[src/rtl/ada_add_arbiter.sv]
// Round-robin arbiter sharing one external adder among four requesters.
// One operation in flight: IDLE grants, EXEC captures the sum, RESP holds it until the owner acks.
module ada_add_arbiter #(
  parameter int DATA_WIDTH = 32
) (
  input  logic                    clk,
  input  logic                    rst,
  input  logic [3:0]              req_valid,
  input  logic [4*DATA_WIDTH-1:0] req_a,
  input  logic [4*DATA_WIDTH-1:0] req_b,
  output logic [3:0]              req_ready,
  output logic [3:0]              rsp_valid,
  output logic [DATA_WIDTH-1:0]   rsp_data,
  input  logic [3:0]              rsp_ready,
  output logic [DATA_WIDTH-1:0]   add_a,
  output logic [DATA_WIDTH-1:0]   add_b,
  input  logic [DATA_WIDTH-1:0]   add_c,
  output logic                    busy
);

  typedef enum logic [1:0] {
    IDLE = 2'd0,
    EXEC = 2'd1,
    RESP = 2'd2
  } state_t;

  state_t                state_r;
  logic [1:0]            ptr_r;
  logic [1:0]            grant_r;
  logic [DATA_WIDTH-1:0] op_a_r;
  logic [DATA_WIDTH-1:0] op_b_r;
  logic [DATA_WIDTH-1:0] result_r;

  logic [1:0]            pick_s;
  logic [1:0]            idx_s;
  logic                  handshake_s;

  // Round-robin pick: scanning from the far end lets the nearest set bit after ptr win.
  always_comb begin
    pick_s = ptr_r;
    idx_s  = ptr_r;
    for (int i = 3; i >= 0; i--) begin
      idx_s  = ptr_r + 2'(i);
      pick_s = req_valid[idx_s] ? idx_s : pick_s;
    end
  end

  // Acceptance strobe only in IDLE and never while reset is held.
  always_comb begin
    req_ready = 4'b0000;
    if (state_r == IDLE && !rst && (|req_valid)) begin
      req_ready = 4'b0001 << pick_s;
    end else begin
      req_ready = 4'b0000;
    end
  end

  assign handshake_s = |(req_valid & req_ready);

  // Response strobe and status derive purely from registered state.
  always_comb begin
    rsp_valid = 4'b0000;
    if (state_r == RESP) begin
      rsp_valid = 4'b0001 << grant_r;
    end else begin
      rsp_valid = 4'b0000;
    end
  end

  assign busy     = (state_r != IDLE);
  assign add_a    = op_a_r;
  assign add_b    = op_b_r;
  assign rsp_data = result_r;

  // Control FSM with operand, grant, pointer and result registers.
  always_ff @(posedge clk or posedge rst) begin
    if (rst) begin
      state_r  <= IDLE;
      ptr_r    <= 2'd0;
      grant_r  <= 2'd0;
      op_a_r   <= {DATA_WIDTH{1'b0}};
      op_b_r   <= {DATA_WIDTH{1'b0}};
      result_r <= {DATA_WIDTH{1'b0}};
    end else begin
      case (state_r)
        IDLE: begin
          if (handshake_s) begin
            op_a_r  <= req_a[pick_s*DATA_WIDTH +: DATA_WIDTH];
            op_b_r  <= req_b[pick_s*DATA_WIDTH +: DATA_WIDTH];
            grant_r <= pick_s;
            state_r <= EXEC;
          end else begin
            state_r <= IDLE;
          end
        end
        EXEC: begin
          result_r <= add_c;
          state_r  <= RESP;
        end
        RESP: begin
          // Only the owner's ready bit matters; others are ignored.
          if (rsp_ready[grant_r]) begin
            ptr_r   <= grant_r + 2'd1;
            state_r <= IDLE;
          end else begin
            state_r <= RESP;
          end
        end
        default: begin
          state_r <= IDLE;
        end
      endcase
    end
  end

endmodule

[config.mk]
export PLATFORM = sky130hd
export DESIGN_NAME = ada_add_arbiter
export DESIGN_NICKNAME = d
export VERILOG_FILES = /design/src/rtl/ada_add_arbiter.sv
export SDC_FILE = /design/constraint.sdc
export NUM_CORES = 1
export LEC_CHECK = 0
export BUFFER_PORTS_ARGS = -buffer_cell sky130_fd_sc_hd__buf_2
export CORE_AREA = 5 5 152 154
export CTS_CLUSTER_SIZE = 20
export DETAILED_ROUTE_END_ITERATION = 16
export DIE_AREA = 0 0 157 159
export GPL_TIMING_DRIVEN = 0
export PLACE_DENSITY = 0.68
export SETUP_SLACK_MARGIN = 0.1
export SYNTH_ARGS = -nofsm -noshare
export SYNTH_HDL_FRONTEND = slang
export SYNTH_SLANG_ARGS = --single-unit
[constraint.sdc]
create_clock -name clk -period 5.9 [get_ports clk]
set_input_delay 1.18 -clock clk [delete_from_list [all_inputs] [get_ports clk]]
set_output_delay 1.18 -clock clk [all_outputs]
set_load 0.02 [all_outputs]
[Yosys cells after proc, flatten, opt, wreduce, memory -nomap -nowiden]
Index checks and enable logic that the tools add are counted.
Word-level totals
  register bits after elaboration: 102
  bits of input ports: 298
  output and inout bits: 105
  word-level logic and storage cells: 50
Operators by class
  $add $sub $neg: 4
  magnitude comparators: 5
  equal/unequal tests: 2
  shift-type cells: 4
  muxes and demuxes: 19
  bitwise gates (word level): 1
  reduce and logical (&&, ||, !) cells: 9
Operators by type and width (number)
  128-bit by 8-bit indexed part select with 32-bit output: 2
  2-bit by 3-bit < comparator with 1-bit output, second input constant: 5
  1-bit binary-select mux with 2-bit select: 5
  2-bit 2-to-1 mux: 5
  4-bit 2-to-1 mux: 2
  4-bit OR reduction: 2
  1-bit by 2-bit left shift with 4-bit output, first input constant: 2
  1-bit 2-to-1 mux: 6
  2-bit one-hot mux with 3 select lines: 1
  2-bit by 1-bit adder with 2-bit output, second input constant: 2
  2-bit adder, second input constant: 2
  4-bit bitwise AND: 1
  2-bit AND reduction: 2
  2-bit by 1-bit == test with 1-bit output, second input constant: 1
  2-bit == test, second input constant: 1
  1-bit logical AND: 2
  2-bit zero test: 1
  2-bit nonzero test: 1
  1-bit zero test: 1

[Longest topological paths before layout]
  word-level depth: 13
  mapped depth: 8
  depth with buffers taken out: 5

[Worst setup path before layout]
OpenSTA, ideal clock, no wires.
  path kind: input port to output port
  start point: input port req_valid[2]
  end point: output port req_ready[3]
  data arrival time: 2760 ps
  data required time: 4720 ps
  setup slack: 1960 ps
  stages: 7
  path buffers: 3
  cell sequence: nor2b_1 o21a_1 or3_1 buf_6 buf_12 buf_6 nor3_1
Between the ends
  word-level cells in the longest chain between the ends: 8
  elaborated cells on any way between the ends: 16
  classes of those cells: shift (1); mux (13); reduce/logical (2)
RTL lines
  from (decl): RTL line 8  | input logic [3:0] req_valid,
  1-bit binary-select mux with 2-bit select: RTL line 44  | pick_s = req_valid[idx_s] ? idx_s : pick_s;
  1-bit 2-to-1 mux (implied by the code): RTL line 44
  2-bit 2-to-1 mux (4 in a row): RTL line 44
  1-bit by 2-bit left shift with 4-bit output: RTL line 52  | req_ready = 4'b0001 << pick_s;
  4-bit 2-to-1 mux (*): RTL line 51  | if (state_r == IDLE && !rst && (|req_valid)) begin
  to (decl): RTL line 11  | output logic [3:0] req_ready,
Mark *: on every way between the ends. The rest lies on a longest branch, timed or not. The select of a mux whose other input is x is not followed.

[Worst setup path after layout]
  start point: input port req_valid[1]
  end point: output port req_ready[0]
The elaborated chain is that of the path after synthesis.

==> summary.md <==
| Metric | Value |
|---|---|
| Status | finished, final reports clean |
| Clock-pin slew on the worst setup and hold paths | 70 ps |
| Power share of the combinational group | 57.2% |
| Clock latency on the worst-skew pair | 360 ps |
| Seq pwr share | 28.1% |
| Clk root buf | clkbuf_16 |
| Sw Ratio | 44.5% |
| Ports | 403 |
| Worst-path cell chain | buf_2 -> nor4_1 -> or3_1 -> buf_4 -> nor3_4 -> buf_4 -> buf_2 -> and2_1 -> buf_2 |
| Worst Hold Class | reg2reg |
| DR vias/cell | 4.74 |
| TritonCTS Buffers | 9 |
| Worst setup EP type | output pin |
| Initial antenna violation count | 0 |
| DR pass1 iterations | 4 |
| Crit start category | primary input |
| CP Capture Point | req_ready[0] |
| Worst path top cell family by delay | buffers and inverters |
| Pwr Density | 507 nW/um^2 |
| Post-DP Area | 8340 sq um |
| Post-synth EDFFs | 0 |
| Worst-path fanout max | 10 |
| Net Switching | 1.95 mW |
| Reg2reg setup slack | 3260 ps |
| Register area | 2550 sq um |
| Global-route wire length before repair | 34200 microns |
| Post-synthesis sequential area ratio | 42.9% |
| Syn-to-layout area delta | 45.6% |
| Final setup fails | 0 |
| Clock sink count | 102 |
| Clock Skew | 13.4 ps |
| Ys async rst share | 100% |
| Layout Utilization | 40.2% |
| Die Y | 159 microns |
| Multi-input logic area | 3050 sq um |
| Worst slew pin tran | 757 ps |
| Die area | 25000 sq um |
| Unique cell type count in the Yosys netlist | 38 |
| Maximum clock rate | 233 MHz |
| H-tree levels | 3 |
| WP data required | 4720 ps |
| Arr. time, crit path | 3120 ps |
| Synthesized area | 5950 sq um |
| Layout cells sized above 1 | 58.5% |
| Placed cell count | 1169 |
| Yosys reg bits | 102 |
| Antenna diodes | 0 |
| DR vias | 5612 |
| Setup CP Type | in2out |
| Critical Path Stages | 9 |
| Reg2reg end | add_b[0] |
| ANT nets after route | 0 |
| Initial Utilization | 27.6% |
| Worst setup path start | req_valid[1] |
| Aggregate routed wire length | 23000 microns |
| Cell mode on critical path | buf_2 |
| Die Width | 157 microns |
| Post-synthesis net count | 788 |
| Max_cap viols | 0 |
| Grt ovf | 0 |
| Cts hold-fix bufs | 0 |
| Routed length per instance | 19.4 microns |
| Static leakage | 4.54 nW |
| Max IR drop VDD | 0.270 mV |
| Pint | 2.44 mW |
| CTS tree | yes |
| Worst path bufs/invs | 5 |
| Initial DRC count | 175 |
| DRC errors left | 0 |
| Slowest library cell on the worst path | or3_1 |
| RePlAce Congestion | 0.814 |
| Origin of the critical flop-to-flop path | ptr_r[1] |
| Largest net degree at the start of global routing | 63 |
| Commonest non-fill, non-tap cell in the layout | buf_2 |
| Most frequent cells in the layout | buf_2 (416), mux2i_1 (126), dfrtp_1 (102) |
| Slew Limit Fails | 0 |
| Overall power | 4.39 mW |
| Clock share of power | 14.8% |
| Setup Buffers After CTS | 0 |
| Tot GR Track Use | 17.5% |
| Syn Inst Count | 486 |
| Buffer depth of the longest clock path | 2 |
| Fin Setup TNS | 0 ps |
| Core box area | 21600 sq um |
| Number of nets in the layout | 1202 |
| Fillers | 2154 |
| Main flop type after synthesis | dfrtp_1 |
| Syn Area/Cell | 12.2 sq um |
| Post-route minimum period | 4300 ps |
| Vias in the first global route | 6165 |
| Hpwl dp | 18500 microns |
| RSZ-0062 raised after global routing | false |
| Port bufs | 402 |
| Final instance area | 8660 sq um |
| Crit share post-route | 72.8% |
| R2R cell count | 6 |
| Non-filler cells, final | 1185 |
| Worst relative slew slack | 49.5% |
| Row count | 54 |
| Gates resized, CTS repair | 0 |
| Critical Path Max Stage Delay | 340 ps |
| Yosys warning count | 0 |
| Hold Fails Final Rpt | 0 |
-- sequential cells by signal (all words and copies together) (netlist names) --
| signal | count |
|---|---|
| add_a | 32 |
| add_b | 32 |
| rsp_data | 32 |
| grant_r | 2 |
| ptr_r | 2 |
| state_r | 2 |
-- per-layer routing --
metal	vias to the layer above	global-route usage [%]	wire length [microns]
met5	-	0	0
met4	0	4.89	448
met3	27	5.38	2100
met2	268	30.5	11300
met1	2652	20.8	9070
li1	2665	-	-
-- power by group through the flow --
| stage | registers, mW | clock network (mW) | logic, mW |
|---|---|---|---|
| 4_1_cts | 1.23 | 0.672 | 2.55 |
| 3_3_place_gp | 1.23 | 0 | 2.51 |
| 3_5_place_dp | 1.24 | 0 | 2.55 |
| 6_report | 1.23 | 0.647 | 2.51 |
| 2_1_floorplan | 1.63 | 0 | 1.31 |
| 5_1_grt | 1.28 | 0.701 | 2.68 |
-- worst min-delay path by stage --
stage | from | endpoint | slack (ps) | cells past startpoint
5_1_grt | rsp_data[5] | rsp_data[5] | 520 | 1
6_report | rsp_data[30] | rsp_data[30] | 500 | 1
3_3_place_gp | rsp_data[29] | rsp_data[29] | 490 | 1
4_1_cts | rsp_data[17] | rsp_data[17] | 510 | 1
3_5_place_dp | rsp_data[26] | rsp_data[26] | 490 | 1
2_1_floorplan | ptr_r[0] | ptr_r[0] | 490 | 2
-- cells in the mapped netlist (2+ instances only) --
master,count,area (sq um)
a221oi_2,34,510
inv_2,2,7.51
nand2_1,3,11.3
ha_1,4,50.1
o21ai_0,2,10.0
inv_1,5,18.8
nor2_2,2,12.5
buf_12,4,80.1
nor2b_1,5,31.3
clkbuf_1,8,30.0
buf_4,6,45.0
or4_1,2,15.0
mux2_2,33,372
mux2i_1,126,1260
nor3_1,4,20.0
o21a_1,2,15.0
buf_2,14,70.1
or2_1,2,12.5
and2_1,6,37.5
a221oi_1,29,254
buf_6,8,90.1
dfrtp_1,102,2550
or3_1,2,12.5
a21oi_1,4,20.0
nor2_1,64,240
-- area by class of cell --
cell class                 instances  area share, %
buffer                            40           3.64
clock buffer                       9           2.60
clock inverter                     7           1.08
inverter                           7          0.332
multi-input combinational        337           35.3
sequential                       102           29.5
tap                              280           4.05
timing repair buffer             403           23.6
-- logic make-up after synthesis --
family | share of synthesized area (%)
AOI/OAI and AO/OA | 15.1
adders and majority gates | 0.842
buffers and inverters | 5.74
DFF | 42.9
muxes | 27.8
and+or+nand+nor | 7.60
-- metrics by stage --
step                setup WS (ps)  hold slack [ps]
floorplan                    1960              491
global placement              627              485
detailed placement           1580              491
CTS                          1580              509
global route                 1450              520
finish                       1600              504
(Power assumes the default switching activity.)
